<file path="config.mk">
export PLATFORM = sky130hd
export DESIGN_NAME = operand_capture_stage_flat
export DESIGN_NICKNAME = d
export VERILOG_FILES = /design/src/rtl/operand_capture_stage_if.sv /design/src/rtl/operand_capture_stage.sv /design/src/flat_wrapper.sv
export SDC_FILE = /design/constraint.sdc
export NUM_CORES = 1
export LEC_CHECK = 0
export BUFFER_PORTS_ARGS = -buffer_cell sky130_fd_sc_hd__buf_2
export CORE_UTILIZATION = 40
export CTS_CLUSTER_SIZE = 28
export DETAILED_ROUTE_END_ITERATION = 7
export PLACE_DENSITY = 0.78
export SKIP_LAST_GASP = 1
export SYNTH_ARGS = -nofsm -noshare
export SYNTH_HDL_FRONTEND = slang
export SYNTH_SLANG_ARGS = --single-unit
</file>
<file path="constraint.sdc">
create_clock -name clk -period 1.7 [get_ports clk]
set_input_delay 0.34 -clock clk [delete_from_list [all_inputs] [get_ports clk]]
set_output_delay 0.34 -clock clk [all_outputs]
set_load 0.01 [all_outputs]
</file>
<file path="src/rtl/operand_capture_stage_if.sv">
// Decode-to-execute operand bus: register-file read ports, write-back port,
// pipeline control, and the registered operands handed to the execute stage.
interface operand_capture_stage_if #(
  parameter int DATA_W = 16,
  parameter int ADDR_W = 4
);
  logic              ValidIn;
  logic [ADDR_W-1:0] SrcReg1;
  logic [ADDR_W-1:0] SrcReg2;
  logic [DATA_W-1:0] ReadData1;
  logic [DATA_W-1:0] ReadData2;
  logic              WriteReg;
  logic [ADDR_W-1:0] DstReg;
  logic [DATA_W-1:0] DstData;
  logic              Stall;
  logic              Flush;
  logic              ValidOut;
  logic [DATA_W-1:0] Op1;
  logic [DATA_W-1:0] Op2;
  logic [ADDR_W-1:0] SrcReg1Q;
  logic [ADDR_W-1:0] SrcReg2Q;

  modport master (
    output ValidIn, SrcReg1, SrcReg2, ReadData1, ReadData2,
    output WriteReg, DstReg, DstData, Stall, Flush,
    input  ValidOut, Op1, Op2, SrcReg1Q, SrcReg2Q
  );

  modport slave (
    input  ValidIn, SrcReg1, SrcReg2, ReadData1, ReadData2,
    input  WriteReg, DstReg, DstData, Stall, Flush,
    output ValidOut, Op1, Op2, SrcReg1Q, SrcReg2Q
  );
endinterface

</file>
<file path="src/rtl/operand_capture_stage.sv">
// Decode-to-execute operand register with stall/flush. Define OPERAND_BYPASS_EN
// to enable write-back bypass on load and held-operand refresh during stall.
module operand_capture_stage #(
  parameter int DATA_W = 16,
  parameter int ADDR_W = 4
) (
  input logic                clk,
  input logic                rst,
  operand_capture_stage_if.slave bus
);

  localparam logic [0:0] ST_EMPTY = 1'b0;
  localparam logic [0:0] ST_FULL  = 1'b1;

  logic [0:0]        state_r;
  logic [DATA_W-1:0] op1_r;
  logic [DATA_W-1:0] op2_r;
  logic [ADDR_W-1:0] src1q_r;
  logic [ADDR_W-1:0] src2q_r;

  logic [0:0]        state_nx_s;
  logic [DATA_W-1:0] op1_nx_s;
  logic [DATA_W-1:0] op2_nx_s;
  logic [ADDR_W-1:0] src1q_nx_s;
  logic [ADDR_W-1:0] src2q_nx_s;

  // R0 never matches a write-back, so it can never be bypassed or refreshed.
  function automatic logic wb_hit(
    input logic              wr,
    input logic [ADDR_W-1:0] dst,
    input logic [ADDR_W-1:0] idx
  );
    wb_hit = wr && (dst == idx) && (idx != {ADDR_W{1'b0}});
  endfunction

  // Value presented by a read port after R0 masking and optional bypass.
  function automatic logic [DATA_W-1:0] resolve(
    input logic [ADDR_W-1:0] idx,
    input logic [DATA_W-1:0] rd
  );
    if (idx == {ADDR_W{1'b0}}) begin
      resolve = {DATA_W{1'b0}};
    end
`ifdef OPERAND_BYPASS_EN
    else if (wb_hit(bus.WriteReg, bus.DstReg, idx)) begin
      resolve = bus.DstData;
    end
`endif
    else begin
      resolve = rd;
    end
  endfunction

`ifndef OPERAND_BYPASS_EN
  logic unused_wb_s;
  assign unused_wb_s = ^{bus.WriteReg, bus.DstReg, bus.DstData};
`endif

  // Next-state selection with priority Flush > Stall > Load.
  always_comb begin
    state_nx_s = state_r;
    op1_nx_s   = op1_r;
    op2_nx_s   = op2_r;
    src1q_nx_s = src1q_r;
    src2q_nx_s = src2q_r;
    if (bus.Flush) begin
      state_nx_s = ST_EMPTY;
      op1_nx_s   = {DATA_W{1'b0}};
      op2_nx_s   = {DATA_W{1'b0}};
      src1q_nx_s = {ADDR_W{1'b0}};
      src2q_nx_s = {ADDR_W{1'b0}};
    end else if (bus.Stall) begin
`ifdef OPERAND_BYPASS_EN
      // Refresh is independent of validity so a long stall never goes stale.
      if (wb_hit(bus.WriteReg, bus.DstReg, src1q_r)) begin
        op1_nx_s = bus.DstData;
      end else begin
        op1_nx_s = op1_r;
      end
      if (wb_hit(bus.WriteReg, bus.DstReg, src2q_r)) begin
        op2_nx_s = bus.DstData;
      end else begin
        op2_nx_s = op2_r;
      end
`else
      op1_nx_s = op1_r;
      op2_nx_s = op2_r;
`endif
    end else begin
      state_nx_s = bus.ValidIn ? ST_FULL : ST_EMPTY;
      op1_nx_s   = resolve(bus.SrcReg1, bus.ReadData1);
      op2_nx_s   = resolve(bus.SrcReg2, bus.ReadData2);
      src1q_nx_s = bus.SrcReg1;
      src2q_nx_s = bus.SrcReg2;
    end
  end

  // Pipeline register with asynchronous clear.
  always_ff @(posedge clk or posedge rst) begin
    if (rst) begin
      state_r <= ST_EMPTY;
      op1_r   <= {DATA_W{1'b0}};
      op2_r   <= {DATA_W{1'b0}};
      src1q_r <= {ADDR_W{1'b0}};
      src2q_r <= {ADDR_W{1'b0}};
    end else begin
      state_r <= state_nx_s;
      op1_r   <= op1_nx_s;
      op2_r   <= op2_nx_s;
      src1q_r <= src1q_nx_s;
      src2q_r <= src2q_nx_s;
    end
  end

  assign bus.ValidOut = (state_r == ST_FULL);
  assign bus.Op1      = op1_r;
  assign bus.Op2      = op2_r;
  assign bus.SrcReg1Q = src1q_r;
  assign bus.SrcReg2Q = src2q_r;

endmodule

</file>
<file path="src/flat_wrapper.sv">
// flat-port wrapper written by rule: the top's interface ports become plain ports
module operand_capture_stage_flat 
#(
  parameter int DATA_W = 16,
  parameter int ADDR_W = 4
)
  (clk, rst, bus_ValidIn, bus_SrcReg1, bus_SrcReg2, bus_ReadData1, bus_ReadData2, bus_WriteReg, bus_DstReg, bus_DstData, bus_Stall, bus_Flush, bus_ValidOut, bus_Op1, bus_Op2, bus_SrcReg1Q, bus_SrcReg2Q);
  operand_capture_stage_if #(.DATA_W(DATA_W), .ADDR_W(ADDR_W)) bus_i ();
  input logic clk;
  input logic rst;
  input wire logic [$bits(bus_i.ValidIn)-1:0] bus_ValidIn;
  input wire logic [$bits(bus_i.SrcReg1)-1:0] bus_SrcReg1;
  input wire logic [$bits(bus_i.SrcReg2)-1:0] bus_SrcReg2;
  input wire logic [$bits(bus_i.ReadData1)-1:0] bus_ReadData1;
  input wire logic [$bits(bus_i.ReadData2)-1:0] bus_ReadData2;
  input wire logic [$bits(bus_i.WriteReg)-1:0] bus_WriteReg;
  input wire logic [$bits(bus_i.DstReg)-1:0] bus_DstReg;
  input wire logic [$bits(bus_i.DstData)-1:0] bus_DstData;
  input wire logic [$bits(bus_i.Stall)-1:0] bus_Stall;
  input wire logic [$bits(bus_i.Flush)-1:0] bus_Flush;
  output wire logic [$bits(bus_i.ValidOut)-1:0] bus_ValidOut;
  output wire logic [$bits(bus_i.Op1)-1:0] bus_Op1;
  output wire logic [$bits(bus_i.Op2)-1:0] bus_Op2;
  output wire logic [$bits(bus_i.SrcReg1Q)-1:0] bus_SrcReg1Q;
  output wire logic [$bits(bus_i.SrcReg2Q)-1:0] bus_SrcReg2Q;
  assign bus_i.ValidIn = bus_ValidIn;
  assign bus_i.SrcReg1 = bus_SrcReg1;
  assign bus_i.SrcReg2 = bus_SrcReg2;
  assign bus_i.ReadData1 = bus_ReadData1;
  assign bus_i.ReadData2 = bus_ReadData2;
  assign bus_i.WriteReg = bus_WriteReg;
  assign bus_i.DstReg = bus_DstReg;
  assign bus_i.DstData = bus_DstData;
  assign bus_i.Stall = bus_Stall;
  assign bus_i.Flush = bus_Flush;
  assign bus_ValidOut = bus_i.ValidOut;
  assign bus_Op1 = bus_i.Op1;
  assign bus_Op2 = bus_i.Op2;
  assign bus_SrcReg1Q = bus_i.SrcReg1Q;
  assign bus_SrcReg2Q = bus_i.SrcReg2Q;
  operand_capture_stage #(.DATA_W(DATA_W), .ADDR_W(ADDR_W)) u_core (.clk(clk), .rst(rst), .bus(bus_i));
endmodule
</file>
==> results of run 1 <==
metrics by stage:
step,utilization,std cells
3_3_place_gp,0.545,234
4_1_cts,0.568,241
6_report,0.568,241
5_1_grt,0.568,241
3_5_place_dp,0.545,234
2_1_floorplan,-,109
cell usage in the layout, fill, tap and decap left out:
| cell type | n |
|---|---|
| sky130_fd_sc_hd__or4_4 | 2 |
| sky130_fd_sc_hd__nor2_1 | 9 |
| sky130_fd_sc_hd__nor2b_2 | 1 |
| sky130_fd_sc_hd__dfrtp_1 | 41 |
| sky130_fd_sc_hd__inv_1 | 1 |
| sky130_fd_sc_hd__a32o_2 | 16 |
| sky130_fd_sc_hd__mux2i_1 | 9 |
| sky130_fd_sc_hd__a32o_1 | 16 |
| sky130_fd_sc_hd__buf_2 | 85 |
| sky130_fd_sc_hd__nor2_2 | 1 |
| sky130_fd_sc_hd__clkbuf_8 | 6 |
| sky130_fd_sc_hd__buf_4 | 5 |
| sky130_fd_sc_hd__clkbuf_1 | 1 |
power by group through the flow:
stage          clock network [mW]  registers [mW]  logic [mW]
2_1_floorplan                   0            1.10       0.118
6_report                    0.618            1.06       0.274
3_3_place_gp                    0            1.07       0.274
5_1_grt                     0.689            1.07       0.305
3_5_place_dp                    0            1.08       0.279
4_1_cts                     0.648            1.06       0.279
layer usage:
| metal | part of all wire | up-vias |
|---|---|---|
| met1 | 0.43 | 630 |
| met2 | 0.49 | 57 |
| li1 | - | 594 |
| met5 | 0 | - |
| met3 | 0.065 | 8 |
| met4 | 0.018 | 0 |
state kept, by name (all words and copies together), names as in the netlist:
register / count
u_core.bus.SrcReg1Q: 4
u_core.bus.SrcReg2Q: 4
u_core.bus.Op2: 16
u_core.bus.ValidOut: 1
u_core.bus.Op1: 16
kinds of logic (layout without fill, tap and decap cells):
logic type / Yosys count / count (layout) / share of synthesized area
AO/OA/AOI/OAI: 32 / 32 / 0.211
buffers and inverters: 14 / 98 / 0.0558
flip-flops: 41 / 41 / 0.636
multiplexers: 9 / 9 / 0.0559
AND/OR/NAND/NOR: 13 / 13 / 0.0411
area by class of cell:
cell class / count / share of cell area
flip-flops and latches: 41 / 0.479
well taps: 48 / 0.0281
multi-input cells: 54 / 0.234
inverters: 1 / 0.00175
clock buffers: 7 / 0.0403
repair buffers: 90 / 0.216
final timing paths:
check / from / to / slack, ns / depth (start not counted)
worst max-delay path: bus_Stall / u_core.bus.Op1[13] / 0.41 / 4
max in group asynchronous: rst / u_core.bus.Op2[3] / 1.18 / 3
worst min register to register: u_core.bus.Op1[15] / u_core.bus.Op1[15] / 0.49 / 1
worst max register to register: u_core.bus.Op2[10] / u_core.bus.Op2[10] / 0.96 / 1
worst min-delay path: rst / u_core.bus.Op1[1] / 0.17 / 3
min in group clk: bus_ValidIn / u_core.bus.ValidOut / 0.29 / 3
tightest hold or removal path, cell delays in order:
cell and delay, ns:
sky130_fd_sc_hd__buf_2 0.09, sky130_fd_sc_hd__inv_1 0.04, sky130_fd_sc_hd__buf_4 0.43
==> reports/qor_table.md, run 1 <==
| Group | Quantity | Reported |
|:---|:---|:---|
| status | Outcome | complete, no violations |
| timing | Shortest clock period the worst path allows after layout | 1.29 ns |
| global route | Congestion Overflow GR | 0 |
| synthesis | Distinct cell type count of the synthesized netlist | 12 |
| place | Final weighted congestion in routability-driven placement | 0.731 |
| pwr | Internal portion of total power | 1.49 mW |
| route | Post-route antenna net violation count | 0 |
| setup path | Endpoint kind of the worst setup timing path | register |
| synthesis | Top cells by count, synth | sky130_fd_sc_hd__dfrtp_1 (41), sky130_fd_sc_hd__a32o_1 (16), sky130_fd_sc_hd__a32o_2 (16) |
| global route | Largest net degree at the start of global routing | 42 |
| synthesis | Predominant post-synthesis flop cell | sky130_fd_sc_hd__dfrtp_1 |
| global route | Met2 Use GR | 0.309 |
| synthesis | Synth top area cells | sky130_fd_sc_hd__dfrtp_1 (64%), sky130_fd_sc_hd__a32o_2 (11%), sky130_fd_sc_hd__a32o_1 (9.9%) |
| floorplan | Top-Level Pins | 107 |
| setup path | Data required time at the worst endpoint | 1.92 ns |
| floorplan | Initial cell density of the core | 0.428 |
| setup path | Type of the worst setup path | input port to register |
| setup path | Critical path, cell by cell | buf_2, nor2b_2, buf_4, a32o_1 |
| pwr | Sw Pwr | 0.465 mW |
| place | Count of buffers inserted at the top-level ports | 85 |
| clocking | Source-to-sink clock delay at the later pin of the worst-skew pair | 0.28 ns |
| global route | Vias in the first global route | 1,223 |
| place | DP Wirelength | 2550 um |
| synthesis | Leading cell type by number of instances after synthesis | sky130_fd_sc_hd__dfrtp_1 |
| clocking | Number of buffers inserted during clock tree synthesis | 5 |
| clocking | H-tree depth reported by CTS | 2 |
| setup path | Critical Path Slowest Stage Cell | sky130_fd_sc_hd__nor2b_2 |
| synthesis | Fraction of registers with async set or reset after synthesis | 1.00 |
| pwr | Leakage dissipation | 1.24 nW |
| route | Detailed-router iteration count before antenna repair | 4 |
| pwr | Power density over cell area | 911 nW/um2 |
| timing | Slew headroom | 0.542 |
| synthesis | Yosys warnings | 0 |
| clocking | # resized after CTS | 0 |
| cells and area | Share of cells above drive strength 1 | 0.601 |
| synthesis | Area share of the leading cell type in the synthesized netlist | 0.636 |
| pwr | Clock power share | 0.317 |
| place | Post-detailed-placement cell area | 2050 um2 |
| worst hold path | Hold Crit Class | input port to asynchronous set/reset pin |
| global route | GR met1 Demand/Resource | 0.238 |
| timing | Slew @ Worst Pin | 0.683 ns |
| floorplan | Floorplan Core Area | 3770 um2 |
| pwr | Total chip power | 1.95 mW |
| cells and area | Ant diodes | 0 |
| clocking | Hold-fix buffers, CTS | 0 |
| global route | M3 GR Usage | 0.0469 |
| timing | Final Hold Vio Count | 0 |
| pwr | Worst vdd rail ir drop | 0.468 mV |
| timing | Count of final setup violators | 0 |
| timing | Total negative slack | 0 ns |
| job | Number of max-cap violations | 0 |
| clocking | Clk root buf | sky130_fd_sc_hd__clkbuf_8 |
| floorplan | Area of the die | 4290 um2 |
| pwr | Sw frac | 0.238 |
| synthesis | Synthesized Nets | 175 |
| clocking | Number of buffers inserted by post-CTS setup repair | 0 |
| route | Final routed wire length divided by cell count | 15.1 um |
| timing | Final Worst Setup Slack | 0.412 ns |
| pwr | Relative contribution of sequential cells to total power | 0.543 |
| global route | First-pass GRT wire length | 5930 um |
| timing | Setup repair after global routing missed its margin | false |
| pwr | Relative contribution of combinational cells to total power | 0.140 |
| clocking | CTS Sinks | 41 |
| synthesis | Number of instances in the synthesized netlist | 109 |
| synthesis | Number of flops mapped to enable cells by yosys | 0 |
| setup path | Family of cells with the greatest summed delay on the critical path | simple AND/OR/NAND/NOR gates |
| global route | All-layer global routing usage | 0.189 |
| timing | Number of pins exceeding their max-slew limit in the final report | 0 |
| timing | Highest attainable clock frequency | 777 MHz |
| route | Final wirelength | 3650 um |
| global route | Highest-utilization routing layer at the global route stage | met2 |
| floorplan | Die Span Y | 65.5 um |
| cells and area | Post-route cell area | 2140 um2 |
| setup path | Crit path arrival time | 1.51 ns |
| global route | Initial antenna violation count | 0 |
| cells and area | Flip-flop and latch area | 1030 um2 |
| setup path | Critical path buffer and inverter count | 2 |
| timing | Final-layout worst hold slack | 0.166 ns |
| synthesis | Post-Synthesis Cell Area | 1610 um2 |
| setup path | Maximum fanout along the worst path | 17 |
| synthesis | Fraction of the yosys area taken by sequential cells | 0.636 |
| cells and area | Number of nets at the end of the flow | 259 |
| synthesis | Most area-hungry cell type in the Yosys netlist | sky130_fd_sc_hd__dfrtp_1 |
| clocking | Clk slew on worst S/H paths | 0.07 ns |
| cells and area | Layout-stage area growth over the synthesis result | 32.7% |
| synthesis | Register bit count reported by yosys | 41 |
| route | Drt initial violations | 86 |
| setup path | Largest stage delay on the critical path | 0.57 ns |
| route | Total number of vias | 1,289 |
| timing | Clock tree skew after final layout | 0 ns |
| clocking | TritonCTS clock tree | done |
| floorplan | Chip Width | 65.5 um |
| synthesis | Synthesized area per cell | 14.8 um2 |
| place | Pre-CTS setup slack | 0.113 ns |
| route | Number of remaining DRC errors | 0 |
| clocking | Max Buffers Root-to-Sink | 2 |
| cells and area | Area taken by multi-input logic gates | 502 um2 |
| floorplan | Number of standard-cell rows in the floorplan | 22 |
| route | Ratio of routed vias to standard cells | 5.35 |
| cells and area | Fill count | 331 |
| setup path | Kind of start point of the critical path | input port |
| timing | Post-route clock period utilization | 0.757 |
Power figures use the tool's default switching activity.
==> run 2, diff against run 1 <==
Settings changed: ABC_AREA from default to 1, PLACE_DENSITY 0.78 to 0.75.
Clock period 1.7 ns to 1.3 ns, I/O delays scaled along.
==> run 2 against run 1 <==
Net effect:
- synthesized cell count grew 130%
- count of clock-buffer cells in the layout is 1 higher
- worst hold slack worse by 0.0073 ns
- cell count up 61%
- area after synthesis grew 15%
- sequential cell count is the same
- highest routed layer unchanged
- clock skew stayed put
==> reports/qor_table.md, run 2 <==
| Group | Quantity | Reported |
|:---|:---|:---|
| floorplan | Area of the die | 4930 um2 |
| pwr | Worst vdd rail ir drop | 0.455 mV |
| synthesis | Number of instances in the synthesized netlist | 249 |
| setup path | Largest stage delay on the critical path | 0.39 ns |
| setup path | Type of the worst setup path | register to output port |
| synthesis | Post-Synthesis Cell Area | 1860 um2 |
| status | Outcome | complete, no violations |
| floorplan | Number of standard-cell rows in the floorplan | 24 |
| floorplan | Floorplan Core Area | 4410 um2 |
| synthesis | Fraction of the yosys area taken by sequential cells | 0.551 |
| synthesis | Number of flops mapped to enable cells by yosys | 0 |
| timing | Shortest clock period the worst path allows after layout | 1.08 ns |
| floorplan | Top-Level Pins | 107 |
| setup path | Endpoint kind of the worst setup timing path | output port |
| timing | Clock tree skew after final layout | 0 ns |
| synthesis | Top cells by count, synth | sky130_fd_sc_hd__nand2_1 (125), sky130_fd_sc_hd__dfrtp_1 (41), sky130_fd_sc_hd__nor2_1 (36) |
| timing | Slew @ Worst Pin | 0.568 ns |
| cells and area | Most used cells in the layout excluding fill and tap cells | sky130_fd_sc_hd__nand2_1 (125), sky130_fd_sc_hd__buf_2 (85), sky130_fd_sc_hd__dfrtp_1 (41) |
| cells and area | Leading cell type in the layout, fill and taps excluded | sky130_fd_sc_hd__nand2_1 |
| global route | All-layer global routing usage | 0.170 |
| global route | Largest net degree at the start of global routing | 42 |
| route | Drt initial violations | 84 |
| timing | Number of pins exceeding their max-slew limit in the final report | 0 |
| synthesis | Most area-hungry cell type in the Yosys netlist | sky130_fd_sc_hd__dfrtp_1 |
| route | Post-route antenna net violation count | 0 |
| global route | First-pass GRT wire length | 6690 um |
| pwr | Total chip power | 2.55 mW |
| setup path | Family of cells with the greatest summed delay on the critical path | flip-flops |
| setup path | Critical path, cell by cell | buf_2 |
| synthesis | Synthesized Nets | 315 |
| synthesis | Register bit count reported by yosys | 41 |
| clocking | Max Buffers Root-to-Sink | 2 |
| place | Pre-CTS setup slack | 0.0904 ns |
| global route | Congestion Overflow GR | 0 |
| clocking | TritonCTS clock tree | done |
| cells and area | Share of cells above drive strength 1 | 0.291 |
| clocking | H-tree depth reported by CTS | 2 |
| clocking | # resized after CTS | 0 |
| synthesis | Synth top area cells | sky130_fd_sc_hd__dfrtp_1 (55%), sky130_fd_sc_hd__nand2_1 (25%), sky130_fd_sc_hd__nor2_1 (7.3%) |
| global route | Initial antenna violation count | 0 |
| clocking | CTS Sinks | 41 |
| route | Detailed-router iteration count before antenna repair | 4 |
| route | Final routed wire length divided by cell count | 10.3 um |
| synthesis | Leading cell type by number of instances after synthesis | sky130_fd_sc_hd__nand2_1 |
| timing | Final Worst Setup Slack | 0.219 ns |
| timing | Setup repair after global routing missed its margin | false |
| timing | Slew headroom | 0.620 |
| timing | Count of final setup violators | 0 |
| timing | Total negative slack | 0 ns |
| setup path | Critical path buffer and inverter count | 1 |
| worst hold path | Hold Crit Class | input port to register |
| place | Count of buffers inserted at the top-level ports | 85 |
| cells and area | Layout-stage area growth over the synthesis result | 30.4% |
| route | Total number of vias | 1,698 |
| setup path | Maximum fanout along the worst path | 2 |
| job | Number of max-cap violations | 0 |
| floorplan | Die Span Y | 70.2 um |
| setup path | Kind of start point of the critical path | register |
| global route | Vias in the first global route | 1,558 |
| cells and area | Area taken by multi-input logic gates | 627 um2 |
| clocking | Clk slew on worst S/H paths | 0.08 ns |
| synthesis | Distinct cell type count of the synthesized netlist | 10 |
| route | Final wirelength | 3990 um |
| timing | Post-route clock period utilization | 0.831 |
| synthesis | Fraction of registers with async set or reset after synthesis | 1.00 |
| setup path | Data required time at the worst endpoint | 1.04 ns |
| clocking | Number of buffers inserted by post-CTS setup repair | 0 |
| setup path | Critical Path Slowest Stage Cell | sky130_fd_sc_hd__dfrtp_1 |
| synthesis | Yosys warnings | 0 |
| place | Final weighted congestion in routability-driven placement | 0.707 |
| timing | Final Hold Vio Count | 0 |
| setup path | Launching element of the worst setup path | u_core.bus.SrcReg2Q[3] |
| floorplan | Chip Width | 70.2 um |
| synthesis | Predominant post-synthesis flop cell | sky130_fd_sc_hd__dfrtp_1 |
| pwr | Power density over cell area | 1050 nW/um2 |
| cells and area | Fill count | 440 |
| place | DP Wirelength | 2710 um |
| setup path | Crit path arrival time | 0.82 ns |
| synthesis | Area share of the leading cell type in the synthesized netlist | 0.551 |
| clocking | Number of buffers inserted during clock tree synthesis | 5 |
| floorplan | Initial cell density of the core | 0.422 |
| synthesis | Synthesized area per cell | 7.48 um2 |
| timing | Highest attainable clock frequency | 925 MHz |
| clocking | Clk root buf | sky130_fd_sc_hd__clkbuf_8 |
| worst hold path | Startpoint of the tightest hold check path | bus_ValidIn |
| setup path | FF-to-FF Start | u_core.bus.Op2[11] |
| cells and area | Ant diodes | 0 |
| route | Number of remaining DRC errors | 0 |
| cells and area | Number of nets at the end of the flow | 402 |
| pwr | Leakage dissipation | 1.62 nW |
| cells and area | Flip-flop and latch area | 1030 um2 |
| route | Ratio of routed vias to standard cells | 4.37 |
| clocking | Source-to-sink clock delay at the later pin of the worst-skew pair | 0.28 ns |
## run 2: cell count changes in the layout (fill, tap and decap cells not counted), sizes merged, moves of 2 or more
cell,before,now
a32o,32,0
buf,90,88
inv,1,35
mux2i,9,0
nand2,0,126
nor2,10,37
or4,2,0
## run 2: repair_timing
item | in CTS | in global routing
hold buffers | 1 | 0
setup endpoints to repair | 0 | 0
hold endpoints to repair | 6 | 0
## run 2: metal layers
metal  global-route usage  wire [um]
met4               0.0622         59
met5                    0          0
met1                0.210       1770
met2                0.275       1870
met3               0.0548        290
## run 2: cells by family (layout without fill, tap and decap cells)
family / Yosys count / in the layout / synth area share
flops: 41 / 41 / 0.551
simple gates: 163 / 163 / 0.337
buf+inv: 45 / 133 / 0.112
## run 2: area by class of cell
cell class / instances / share of cell area
timing repair buffer: 89 / 0.204
inverter: 36 / 0.0556
clock buffer: 8 / 0.0330
multi-input combinational: 163 / 0.258
sequential: 41 / 0.422
tap: 52 / 0.0268
## run 2: final timing paths
path / depth (start not counted) / end / slack (ns)
hold reg to reg: 2 / u_core.bus.Op1[13] / 0.47
hold / removal: 3 / u_core.bus.ValidOut / 0.16
setup / recovery: 1 / bus_SrcReg2Q[3] / 0.22
max in group asynchronous: 4 / u_core.bus.Op1[10] / 0.54
min in group asynchronous: 4 / u_core.bus.Op2[0] / 0.54
setup reg to reg: 2 / u_core.bus.Op2[11] / 0.68
## run 2: power by group
group          switching [mW]  total [mW]  internal, mW
clock network           0.408       0.790         0.382
logic                   0.218       0.380         0.162
registers              0.0359        1.38          1.35
## run 2: through the flow
stage | instances | hold WS (ns) | utilization | instance area (um2)
floorplan | 249 | 0.370 | - | 1860
global placement | 380 | 0.308 | 0.530 | 2340
detailed placement | 380 | 0.317 | 0.530 | 2340
CTS | 389 | 0.148 | 0.550 | 2430
global route | 389 | 0.141 | 0.550 | 2430
finish | 389 | 0.159 | 0.550 | 2430
==> run 3, diff against run 2 <==
Settings changed: CORE_UTILIZATION 40 to 39, PLACE_DENSITY 0.75 to 0.76.
Clock period 1.3 ns to 0.9 ns, I/O delays scaled along.
==> run 3 against run 2 <==
Net effect:
- the flow now finishes with violations (DRC, setup timing)
- via count increased by 11%
- cell count increased by 9.3%
- sequential power increased by 45%
- count of clock-buffer cells in the layout decreased by 1
- first-iteration DRC count increased by 15%
- utilization increased by 6.5 points
- design area increased by 13%
- critical path type unchanged
- largest cell class unchanged
- highest routed layer unchanged
==> reports/qor_table.md, run 3 (synthesized netlist as in run 2, its figures left out) <==
| Group | Quantity | Reported |
|:---|:---|:---|
| timing | Slew @ Worst Pin | 0.225 ns |
| setup path | Crit path arrival time | 0.82 ns |
| cells and area | Leading cell type in the layout, fill and taps excluded | sky130_fd_sc_hd__nand2_1 |
| setup path | FF-to-FF Start | u_core.bus.Op1[12] |
| floorplan | Area of the die | 5050 um2 |
| cells and area | Most used cells in the layout excluding fill and tap cells | sky130_fd_sc_hd__nand2_1 (125), sky130_fd_sc_hd__buf_2 (85), sky130_fd_sc_hd__dfrtp_1 (41) |
| timing | Final Hold Vio Count | 0 |
| clocking | Source-to-sink clock delay at the later pin of the worst-skew pair | 0.28 ns |
| timing | Post-route clock period utilization | 1.12 |
| floorplan | Initial cell density of the core | 0.416 |
| clocking | Clk root buf | sky130_fd_sc_hd__clkbuf_8 |
| clocking | CTS Sinks | 41 |
| global route | All-layer global routing usage | 0.186 |
| floorplan | Top-Level Pins | 107 |
| place | Pre-CTS setup slack | -0.0119 ns |
| global route | Vias in the first global route | 1,731 |
| setup path | Endpoint kind of the worst setup timing path | output port |
| setup path | Critical Path Slowest Stage Cell | sky130_fd_sc_hd__dfrtp_1 |
| place | Inst Count DP | 385 |
| pwr | Worst vdd rail ir drop | 0.689 mV |
| clocking | Number of buffers inserted during clock tree synthesis | 5 |
| setup path | Capturing instance or port of the critical path | bus_Op2[15] |
| route | Ratio of routed vias to standard cells | 4.42 |
| setup path | Critical path, cell by cell | buf_2 |
| timing | Highest attainable clock frequency | 996 MHz |
| floorplan | Chip Width | 71.1 um |
| pwr | Power density over cell area | 1410 nW/um2 |
| setup path | Data required time at the worst endpoint | 0.72 ns |
| worst hold path | Hold Crit Class | input port to register |
| place | Count of buffers inserted at the top-level ports | 85 |
| route | Post-route antenna net violation count | 0 |
| timing | Slew headroom | 0.850 |
| cells and area | Share of cells above drive strength 1 | 0.367 |
| timing | Count of final setup violators | 41 |
| pwr | Leakage dissipation | 1.83 nW |
| place | Final weighted congestion in routability-driven placement | 0.704 |
| timing | Clock tree skew after final layout | 0 ns |
| floorplan | Number of standard-cell rows in the floorplan | 24 |
| setup path | Largest stage delay on the critical path | 0.40 ns |
| cells and area | Number of nets at the end of the flow | 439 |
| setup path | Slack of the worst reg-to-reg path | 0.05 ns |
| route | Final wirelength | 4520 um |
| cells and area | Ant diodes | 0 |
| setup path | Launching element of the worst setup path | u_core.bus.Op2[15] |
| place | DP Wirelength | 2980 um |
| setup path | Family of cells with the greatest summed delay on the critical path | flip-flops |
| timing | Shortest clock period the worst path allows after layout | 1.00 ns |
| setup path | RR Endpoint | u_core.bus.Op1[12] |
| setup path | Kind of start point of the critical path | register |
| setup path | Type of the worst setup path | register to output port |
| clocking | TritonCTS clock tree | done |
| job | Number of max-cap violations | 0 |
| cells and area | Layout-stage area growth over the synthesis result | 47.9% |
| global route | Largest net degree at the start of global routing | 42 |
| setup path | Maximum fanout along the worst path | 2 |
| floorplan | Floorplan Core Area | 4470 um2 |
| route | Number of remaining DRC errors | 7 |
| floorplan | Die Span Y | 71.1 um |
| timing | Final-layout worst hold slack | 0.0875 ns |
| route | Total number of vias | 1,878 |
| route | Drt initial violations | 97 |
| route | Final routed wire length divided by cell count | 10.6 um |
| route | Detailed-router iteration count before antenna repair | 8 |
| setup path | Length in cells of the worst reg-to-reg path | 4 |
| status | Outcome | finished, violations left |
| timing | Number of pins exceeding their max-slew limit in the final report | 0 |
| clocking | Max Buffers Root-to-Sink | 2 |
| clocking | H-tree depth reported by CTS | 2 |
| status | Violations in the final reports | DRC, setup timing |
| global route | Initial antenna violation count | 0 |
| setup path | Critical path buffer and inverter count | 1 |
| global route | Congestion Overflow GR | 0 |
| timing | Final Worst Setup Slack | -0.104 ns |
| setup path | Instance count on the critical path | 1 |
| cells and area | Layout Cells excl Fill | 425 |
| cells and area | Fill count | 404 |
| clocking | Clk slew on worst S/H paths | 0.07 ns |
| timing | Setup repair after global routing missed its margin | true |
| global route | First-pass GRT wire length | 7330 um |
==> run 3: area by class of cell <==
cell class	count	area (um2)	area share
Clock buffer	7	86.3	0.0313
Tap cell	52	65.1	0.0236
Timing Repair Buffer	126	811	0.294
Multi-Input combinational cell	163	627	0.228
Inverter	36	139	0.0504
Sequential cell	41	1030	0.373
==> run 3: worst min path at each step <==
stage	from	endpoint	slack, ns	cells after the start
after detailed placement	rst	u_core.bus.Op2[4]	0.25	3
after CTS	bus_ValidIn	u_core.bus.ValidOut	0.08	3
final	bus_ValidIn	u_core.bus.ValidOut	0.09	3
after floorplan	rst	u_core.bus.Op1[0]	0.17	1
after global routing	bus_ValidIn	u_core.bus.ValidOut	0.09	3
after global placement	rst	u_core.bus.Op2[1]	0.25	3
==> run 3: layer usage <==
| metal | global-route usage | vias up | share of wire |
|---|---|---|---|
| li1 | - | 954 | - |
| met1 | 0.215 | 864 | 0.44 |
| met3 | 0.0484 | 2 | 0.053 |
| met5 | 0 | - | 0 |
| met2 | 0.343 | 58 | 0.51 |
| met4 | 0.0467 | 0 | 0.0031 |
==> run 3: repair_timing <==
item	in CTS	in global routing
endpoints found under the setup margin	41	41
buffers inserted	15	17
hold buffers	1	0
hold endpoints to repair	41	0
gates resized for setup	0	0
==> run 3: power by group <==
| group | internal [mW] | switching, mW |
|---|---|---|
| sequential | 1.95 | 0.0547 |
| combinational | 0.352 | 0.352 |
| clock | 0.608 | 0.578 |
| total | 2.91 | 0.985 |
==> run 3: metrics by stage <==
stage | util | power (mW) | setup TNS (ns) | cell area (um2)
6_report | 0.615 | 3.89 | -3.37 | 2750
4_1_cts | 0.587 | 3.88 | -3.81 | 2630
5_1_grt | 0.615 | 4.13 | -5.02 | 2750
3_5_place_dp | 0.540 | 2.63 | -0.0339 | 2420
3_3_place_gp | 0.540 | 2.61 | 0 | 2420
2_1_floorplan | - | 2.32 | 0 | 1870
